$ cat src/rtl/load_store_unit.sv
// Load/store unit: 64-bit byte-addressed loads and stores over a doubleword
// memory port. Defining MISALIGN_TRAP_EN turns misaligned accesses into traps.
module load_store_unit (
  input  logic        clk,
  input  logic        reset,
  input  logic        req,
  input  logic        we,
  input  logic [2:0]  func3,
  input  logic [63:0] addr,
  input  logic [63:0] wdata,
  output logic        ready,
  output logic [63:0] rdata,
  output logic        busy,
  output logic        misalign,
  output logic [63:0] mem_addr,
  output logic [63:0] mem_wdata,
  output logic        mem_wr,
  input  logic [63:0] mem_rdata
);

  typedef enum logic [2:0] {
    S_IDLE  = 3'd0,
    S_READ  = 3'd1,
    S_WAIT  = 3'd2,
    S_WRITE = 3'd3,
    S_DONE  = 3'd4
  } state_t;

  state_t      state_q, state_d;
  logic        we_q;
  logic [2:0]  func3_q;
  logic [2:0]  off_q;
  logic [63:0] wdata_q;
  logic [63:0] dword_q;
  logic        mis_q;
  logic        ready_q;
  logic        busy_q;
  logic        mem_wr_q;
  logic [63:0] mem_addr_q;
  logic [63:0] mem_wdata_q;
  logic [63:0] rdata_q;
  logic        trap_s;

  function automatic logic [2:0] eff_offset(input logic [1:0] size, input logic [2:0] off);
    case (size)
      2'b00:   eff_offset = off;
      2'b01:   eff_offset = {off[2:1], 1'b0};
      2'b10:   eff_offset = {off[2], 2'b00};
      default: eff_offset = 3'b000;
    endcase
  endfunction

  function automatic logic is_misaligned(input logic [1:0] size, input logic [2:0] off);
    case (size)
      2'b01:   is_misaligned = off[0];
      2'b10:   is_misaligned = |off[1:0];
      2'b11:   is_misaligned = |off;
      default: is_misaligned = 1'b0;
    endcase
  endfunction

  function automatic logic [63:0] load_extract(input logic [63:0] dw, input logic [2:0] off,
                                               input logic [2:0] f3);
    logic [63:0] sh;
    sh = dw >> {off, 3'b000};
    case (f3)
      3'b000:  load_extract = {{56{sh[7]}}, sh[7:0]};
      3'b001:  load_extract = {{48{sh[15]}}, sh[15:0]};
      3'b010:  load_extract = {{32{sh[31]}}, sh[31:0]};
      3'b100:  load_extract = {56'h0, sh[7:0]};
      3'b101:  load_extract = {48'h0, sh[15:0]};
      3'b110:  load_extract = {32'h0, sh[31:0]};
      default: load_extract = sh;
    endcase
  endfunction

  function automatic logic [63:0] store_merge(input logic [63:0] dw, input logic [63:0] wd,
                                              input logic [2:0] off, input logic [1:0] size);
    logic [63:0] m;
    logic [5:0]  sa;
    sa = {off, 3'b000};
    case (size)
      2'b00:   m = 64'h0000_0000_0000_00FF;
      2'b01:   m = 64'h0000_0000_0000_FFFF;
      2'b10:   m = 64'h0000_0000_FFFF_FFFF;
      default: m = 64'hFFFF_FFFF_FFFF_FFFF;
    endcase
    m = m << sa;
    store_merge = (dw & ~m) | ((wd << sa) & m);
  endfunction

`ifdef MISALIGN_TRAP_EN
  assign trap_s = is_misaligned(func3[1:0], addr[2:0]);
`else
  assign trap_s = 1'b0;
`endif

  // Next-state logic
  always_comb begin
    state_d = state_q;
    case (state_q)
      S_IDLE: begin
        if (req) begin
          if (trap_s) begin
            state_d = S_DONE;
          end else begin
            state_d = S_READ;
          end
        end else begin
          state_d = S_IDLE;
        end
      end
      S_READ: state_d = S_WAIT;
      S_WAIT: begin
        if (we_q) begin
          state_d = S_WRITE;
        end else begin
          state_d = S_DONE;
        end
      end
      S_WRITE: state_d = S_DONE;
      S_DONE:  state_d = S_IDLE;
      default: state_d = S_IDLE;
    endcase
  end

  // State, latched request and registered outputs
  always_ff @(posedge clk or negedge reset) begin
    if (!reset) begin
      state_q     <= S_IDLE;
      we_q        <= 1'b0;
      func3_q     <= 3'b000;
      off_q       <= 3'b000;
      wdata_q     <= 64'h0;
      dword_q     <= 64'h0;
      mis_q       <= 1'b0;
      ready_q     <= 1'b0;
      busy_q      <= 1'b0;
      mem_wr_q    <= 1'b0;
      mem_addr_q  <= 64'h0;
      mem_wdata_q <= 64'h0;
      rdata_q     <= 64'h0;
    end else begin
      state_q  <= state_d;
      busy_q   <= (state_d != S_IDLE);
      mem_wr_q <= (state_d == S_WRITE);
      ready_q  <= (state_q == S_DONE);
      if (state_q == S_IDLE && req) begin
        we_q       <= we;
        func3_q    <= func3;
        off_q      <= eff_offset(func3[1:0], addr[2:0]);
        wdata_q    <= wdata;
        mem_addr_q <= {addr[63:3], 3'b000};
        mis_q      <= trap_s;
      end
      // The merged store word is formed directly from the returning read data
      if (state_q == S_WAIT) begin
        dword_q     <= mem_rdata;
        mem_wdata_q <= store_merge(mem_rdata, wdata_q, off_q, func3_q[1:0]);
      end
      if (state_q == S_DONE && !we_q && !mis_q) begin
        rdata_q <= load_extract(dword_q, off_q, func3_q);
      end
    end
  end

`ifdef MISALIGN_TRAP_EN
  logic misalign_q;

  // Misalignment flag accompanies the completion pulse
  always_ff @(posedge clk or negedge reset) begin
    if (!reset) begin
      misalign_q <= 1'b0;
    end else begin
      misalign_q <= (state_q == S_DONE) && mis_q;
    end
  end

  assign misalign = misalign_q;
`else
  assign misalign = 1'b0;
`endif

  assign ready     = ready_q;
  assign busy      = busy_q;
  assign rdata     = rdata_q;
  assign mem_addr  = mem_addr_q;
  assign mem_wdata = mem_wdata_q;
  assign mem_wr    = mem_wr_q;

endmodule

$ cat config.mk
export PLATFORM = sky130hd
export DESIGN_NAME = load_store_unit
export DESIGN_NICKNAME = d
export VERILOG_FILES = /design/src/rtl/load_store_unit.sv
export SDC_FILE = /design/constraint.sdc
export NUM_CORES = 1
export LEC_CHECK = 0
export CAP_MARGIN = 25
export CORE_MARGIN = 3
export CORE_UTILIZATION = 30
export DETAILED_ROUTE_END_ITERATION = 10
export GPL_TIMING_DRIVEN = 0
export PLACE_DENSITY = 0.53
export SLEW_MARGIN = 20
export SYNTH_ARGS = -nofsm -noshare
export SYNTH_HDL_FRONTEND = slang
export SYNTH_SLANG_ARGS = --single-unit
$ cat constraint.sdc
create_clock -name clk -period 5.92 [get_ports clk]
set_input_delay 0.888 -clock clk [delete_from_list [all_inputs] [get_ports clk]]
set_output_delay 0.888 -clock clk [all_outputs]
set_load 0.01 [all_outputs]
==> Word-level counts from Yosys, hierarchy flattened <==
Index checks and enable logic that the tools add are counted.
{ "totals": {"register_bits": 330, "out_inout_bits": 196, "word_cells": 48} }
{ "classes": {"eq_ne": 14, "shifts": 3, "n_mux": 7, "n_bitwise": 4, "n_reduce_logical": 8} }
{ "op_table": {"columns": ["op", "n"], "rows": [
  ["one-hot mux 64 bit (6 select lines)", 1],
  ["one-hot mux 64 bit (3 select lines)", 1],
  ["AND 64 bit", 2],
  ["<< shifter 64 x 6 -> 64 bit", 2],
  ["two-way mux 64 bit", 1],
  ["NOT 64 bit", 1],
  ["bitwise OR 64 bit", 1],
  [">> shifter 64 x 6 -> 64 bit", 1],
  ["equality test 3 x 2 -> 1 bit (second input constant)", 4],
  ["equality test 3 bit (second input constant)", 4],
  ["one-hot mux 3 bit (4 select lines)", 1],
  ["one-hot mux 3 bit (3 select lines)", 1],
  ["equality test 3 x 1 -> 1 bit (second input constant)", 2],
  ["logical NOT 3 bit", 2],
  ["equality test 2 x 1 -> 1 bit (second input constant)", 2],
  ["equality test 2 bit (second input constant)", 2],
  ["logical NOT 2 bit", 2],
  ["two-way mux 3 bit", 1],
  ["nonzero test 3 bit", 1],
  ["logical AND 1 bit", 2],
  ["logical NOT 1 bit", 1],
  ["two-way mux 1 bit", 1]
]} }

==> Logic depth before layout (Yosys ltp) <==
Gate-level depths: netlist (run 1).
{ "depth": {"ltp_word": 7, "depth_mapped": 9, "depth_no_buf": 5} }

==> Least setup slack after synthesis (run 1) <==
Ideal clock, no wire load.
{ "synth_path": {"path_type": "input -> register", "start": "in req", "end": "reg wdata_q[10]", "arrival_ns": 2.111, "required_time_ns": 5.795, "setup_slack_ns": 3.684, "stages": 5, "path_cell_list": "nor4b_1 > clkbuf_1 > buf_2 > buf_2 > mux2_2"} }
{ "synth_via": {"elab_chain_len": 1} }
{ "synth_rtl": {"columns": ["item", "line", "rtl"], "rows": [
  ["start: declaration", "6", "input logic req,"],
  ["logical AND 1 bit", "148", "if (state_q == S_IDLE && req) begin"],
  ["end signal: assignment", "152", "wdata_q <= wdata;"],
  ["end: declaration", "33", "logic [63:0] wdata_q;"]
]} }
Every way passes these cells.
A chain may end at the register's enable or synchronous reset.

==> Worst setup path in the final report (run 1) <==
{ "layout_path": {"start": "in req", "end": "reg wdata_q[33]"} }
Same word-level chain as after synthesis.

==> results of run 1 <==
logic make-up (layout without fill, tap and decap cells):
kind of cell,after synthesis,count (layout),synth area share
buf+inv,128,591,0.0396
other cells,1,10,0.000233
mux,262,262,0.177
flops,330,330,0.514
simple gates,523,523,0.137
compound gates,322,322,0.133
stage by stage:
| step | setup WS [ns] | power [mW] |
|---|---|---|
| 2_1_floorplan | 3.68 | 8.34 |
| 3_3_place_gp | -10.76 | 11.9 |
| 3_5_place_dp | 2.37 | 12.0 |
| 4_1_cts | 2.96 | 14.5 |
| 5_1_grt | 2.89 | 15.3 |
| 6_report | 3.03 | 14.4 |
state kept, by name, summed over array words and instances, names as in the netlist, 3 cells and up:
signal / count
mem_addr: 61
off_q: 3
dword_q: 64
wdata_q: 64
mem_wdata: 64
func3_q: 3
rdata: 64
state_q: 3
final cells by class:
| class | count | area (um2) |
|---|---|---|
| Fill cell | 5285 | 30500 |
| Sequential cell | 330 | 8260 |
| Multi-Input combinational cell | 1111 | 7180 |
| Timing Repair Buffer | 393 | 3990 |
| Clock buffer | 61 | 1220 |
| Tap cell | 688 | 861 |
| Buffer | 124 | 621 |
| Clock inverter | 9 | 82.6 |
| Inverter | 4 | 15.0 |
| Antenna cell | 6 | 15.0 |
critical path, stage by stage:
cell and delay (ns):
clkdlybuf4s50_1 0.47, nor4b_1 0.26, clkbuf_1 0.62, buf_2 0.37, buf_2 0.32, mux2_2 0.37
where the power goes:
part | total [mW] | internal, mW | switching [mW]
registers | 4.43 | 3.41 | 1.02
clock network | 2.45 | 1.47 | 0.979
logic | 7.56 | 3.38 | 4.19
routing by layer:
metal,wire length (um),part of all wire,vias to the layer above
li1,-,-,6407
met1,28000,0.41,6875
met2,33400,0.49,503
met3,4000,0.059,124
met4,2620,0.039,2
met5,13,0.00019,-
placed cells by master, fill, tap and decap left out, drive strengths merged, types with 2 or more instances in the layout:
cell type	synthesis	layout
conb	1	4
clkbuf	61	122
a211oi	40	40
nor3b	3	3
or2	4	4
nor2	112	112
clkdlybuf4s50	0	389
a221oi	8	8
mux2i	95	95
a21oi	49	49
a31oi	45	45
clkinv	0	5
o22ai	15	15
nor2b	29	29
mux2	167	167
diode	0	6
nand2	333	333
clkinvlp	0	2
o311a	16	16
nand3	10	10
o21a	2	2
a32oi	8	8
o2bb2ai	8	8
dfrtp	330	330
a22oi	8	8
o22a	7	7
o21ai	95	95
nor3	2	2
or3	12	12
buf	63	67
o211ai	16	16
inv	4	5
nand2b	14	14
worst max-delay path by stage:
| stage | from | cells past startpoint | endpoint | slack (ns) |
|---|---|---|---|---|
| after floorplan | req | 5 | wdata_q[10] | 3.68 |
| after global routing | req | 6 | wdata_q[8] | 2.89 |
| final | req | 6 | wdata_q[33] | 3.03 |
| after detailed placement | req | 6 | wdata_q[4] | 2.37 |
| after global placement | reset | 1 | rdata[50] | -10.76 |
| after CTS | req | 6 | wdata_q[10] | 2.96 |
==> impl_metrics.toml, run 1 <==
[floorplan]
initial_core_util = 0.304
num_rows = 84
num_io_pins = 395
die_w_um = 237
die_area_um2 = 56400
core_area_um2 = 52800
fp.dieH_um = 237

[global_route]
grt_use_total = 0.238
grt_pass1_vias = 14800
grt_use_met2 = 0.408
grt-ovfl-total = 0
grt_start_max_net_pins = 94
grt_pass1_wl_mm = 98.9
antenna_found_initial = 8
busiest_layer = "met2"
grt_use_met3 = 0.0509
grt_util_met1 = 0.293

[critical_path]
crit_path_end_kind = "register"
r2r_slack_ns = 3.31
crit_fanout = 10
reg2reg_from = "state_q[2]"
start_kind = "input port"
critical_path_class = "in2reg"
required_ns = 6.36
arrival_ns = 3.32
r2r_cells = 7
r2r-end = "dword_q[49]"

[route]
vias = 13900
ant_nets = 0
drc = 0
avgViaCountPerCell = 5.10
drt_iter0_drc = 929
totalWireLength_mm = 68.0
firstDrtPassIters = 5
wl_per_cell_um = 24.9

[cells_and_area]
fin_area_um2 = 22200
layoutNonFillerInstCount = 2726
fin_util = 0.422
synthToLayoutAreaGrowth_pct = 38.5
final_nets = 2204
drive_gt1_frac = 0.152

[sta]
hold_viol_final = 0
setup_viol = 0
maxSlewHeadroom = 0.328
post-route-period-util = 0.488
report.final.slew_viol_count = 0
rsz0062_at_grt = "no"
worstMarginPinSlew_ns = 1.00
holdWs_ns = 0.279
fin_skew_ns = 0.0264
timing.fmax_ghz = 0.346
period_needed_ns = 2.89
fin_tns_setup_ns = 0

[logic_synthesis]
synth_area_leader_cell = "dfrtp_1"
synth.most_common_cell = "nand2_1"
synth-seq-cells = 330
synthCells = 1566
seq_area_frac_synth = 0.514
synth_area_leaders = "dfrtp_1 51%, mux2_2 11%, nand2_1 7.8%"
yosys-top-cells-count = "333 x nand2_1, 330 x dfrtp_1, 164 x mux2_2"
synthDominantCellAreaShare = 0.514
yosys_warnings = 0
synth_ff_type = "dfrtp_1"
syn_area_per_cell_um2 = 10.3
syn_area_um2 = 16100
synth_edf_count = 0
synthArstFlopShare = 1.00
ys_types = 54

[cts]
clock_tree.buffer_depth = 3
cts_sinks = 330
clock_latency_ns = 0.57
cts_buffers = 41
cts_tree = "built"
postCtsSetupRepairBufs = 0
cts-root-buf = "clkbuf_16"
htree_levels = 2
clk_pin_slew_ns = 0.06
cts_hold_buffers = 0
cts_resized = 0

[place]
place.gp.congestion = 0.913
dp_hpwl_mm = 54.7
dpl_cell_area_um2 = 20900
io_buffers = 390
place_inst = 2650

[hold_path]
hold_class = "in2async"

[power]
leakage_nw = 9.32
peakVddDrop_mv = 0.316
p_per_area_nw_per_um2 = 649

[job]
max_cap_violations = 0

[outcome]
outcome = "finished clean"
(Power assumes the default switching activity.)
==> inputs of run 2 (changes only) <==
==> constraint.sdc (replaced) <==
create_clock -name clk -period 3 [get_ports clk]
set_input_delay 0.45 -clock clk [delete_from_list [all_inputs] [get_ports clk]]
set_output_delay 0.45 -clock clk [all_outputs]
set_load 0.01 [all_outputs]
==> run 2 against run 1 <==
Compared with the run above: combinational power increased by 97%; critical path depth decreased by 1; clock skew increased by 0.00098 ns; sequential power increased by 97%; sequential share of layout area about the same; total power increased by 97%; critical path type is now reg2reg.
==> impl_metrics.toml, run 2 (synthesized netlist as in run 1, its figures left out) <==
[sta]
maxSlewHeadroom = 0.338
rsz0062_at_grt = "no"
fin_tns_setup_ns = 0
post-route-period-util = 0.869
hold_viol_final = 0
setup_viol = 0
report.final.slew_viol_count = 0
holdWs_ns = 0.429
timing.fmax_ghz = 0.384
fin_skew_ns = 0.0274
worstMarginPinSlew_ns = 0.989
setup_ws_ns = 0.394
period_needed_ns = 2.61

[cts]
cts_tree = "built"
cts_buffers = 41
clock_latency_ns = 0.57
htree_levels = 2
postCtsSetupRepairBufs = 0
cts_sinks = 330
clock_tree.buffer_depth = 3
cts_hold_buffers = 1
cts-root-buf = "clkbuf_16"
clk_pin_slew_ns = 0.06
cts_resized = 0

[power]
pwr-share-seq = 0.306
p_per_area_nw_per_um2 = 1280
leakage_nw = 9.33
power_mw = 28.5
intPower_mw = 16.3
p_comb_frac = 0.524
clkPwrFrac = 0.169
p_sw_mw = 12.2
peakVddDrop_mv = 0.623
p_sw_frac = 0.428

[floorplan]
initial_core_util = 0.304
num_rows = 84
die_area_um2 = 56400
num_io_pins = 395
die_w_um = 237
fp.dieH_um = 237
core_area_um2 = 52800

[critical_path]
crit_fanout = 10
required_ns = 3.44
critical_path_class = "reg2reg"
crit_path_frequent_cell = "buf_2"
crit_family = "buffers and inverters"
start_kind = "register"
max_stage_delay_ns = 0.63
slowest_stage = "clkbuf_1"
crit_buf_inv = 3
crit_path_end_kind = "register"
arrival_ns = 3.04
path_cells = "nor4b_1 > clkbuf_1 > buf_2 > buf_2 > mux2_2"

[cells_and_area]
layoutNonFillerInstCount = 2726
synthToLayoutAreaGrowth_pct = 38.6
final_cell_mix = "389 x clkdlybuf4s50_1, 333 x nand2_1, 330 x dfrtp_1, 164 x mux2_2, 109 x nor2_1"
drive_gt1_frac = 0.152
final_nets = 2205
fin_util = 0.422
final_common_cell = "clkdlybuf4s50_1"
fin_area_um2 = 22300
fillers = 5286
seq_area_um2 = 8260
multi_input_area_um2 = 7180

[route]
totalWireLength_mm = 68.1
vias = 14000
ant_nets = 0
avgViaCountPerCell = 5.13
wl_per_cell_um = 25.0
drc = 0
drt_iter0_drc = 974
firstDrtPassIters = 5

[global_route]
grt_start_max_net_pins = 94
grt-ovfl-total = 0
antenna_found_initial = 8
grt_pass1_vias = 14800
grt_pass1_wl_mm = 98.9
grt_use_total = 0.238

[place]
place.gp.congestion = 0.913
dp_hpwl_mm = 54.7
place_inst = 2650
io_buffers = 390
dpl_cell_area_um2 = 20900
pre_cts_slack_ns = -0.109

[outcome]
outcome = "finished clean"

[job]
max_cap_violations = 0

[hold_path]
hold_class = "in2async"
==> run 2: area by class of cell <==
cell class	instances	share of cell area
flip-flops and latches	330	0.371
multi-input cells	1111	0.323
repair buffers	394	0.180
clock buffers	61	0.0550
well taps	688	0.0387
plain buffers	124	0.0279
clock inverters	9	0.00371
inverters	4	0.000675
diodes	5	0.000562
==> run 2: worst paths after layout <==
kind / from / endpoint / slack, ns / depth (start not counted)
max: state_q[0] / wdata_q[33] / 0.39 / 5
min: reset / mem_addr[20] / 0.43 / 2
max reg2reg: state_q[0] / wdata_q[33] / 0.39 / 5
min reg2reg: dword_q[2] / dword_q[2] / 0.47 / 2
max in group asynchronous: reset / rdata[50] / 1.21 / 4
min in group clk: mem_rdata[31] / dword_q[31] / 0.46 / 3
==> run 2: power by group through the flow <==
stage / registers [mW] / clock network [mW] / logic, mW
3_3_place_gp: 8.76 / 0 / 14.7
3_5_place_dp: 8.82 / 0 / 14.9
4_1_cts: 8.75 / 4.98 / 15.0
2_1_floorplan: 8.55 / 0 / 7.90
5_1_grt: 8.99 / 5.14 / 16.1
6_report: 8.73 / 4.83 / 14.9
==> run 2: routing by layer <==
metal,part of all wire,global-route usage
met1,0.41,0.293
met2,0.49,0.408
met3,0.058,0.0509
met4,0.039,0.0946
met5,0.00019,0
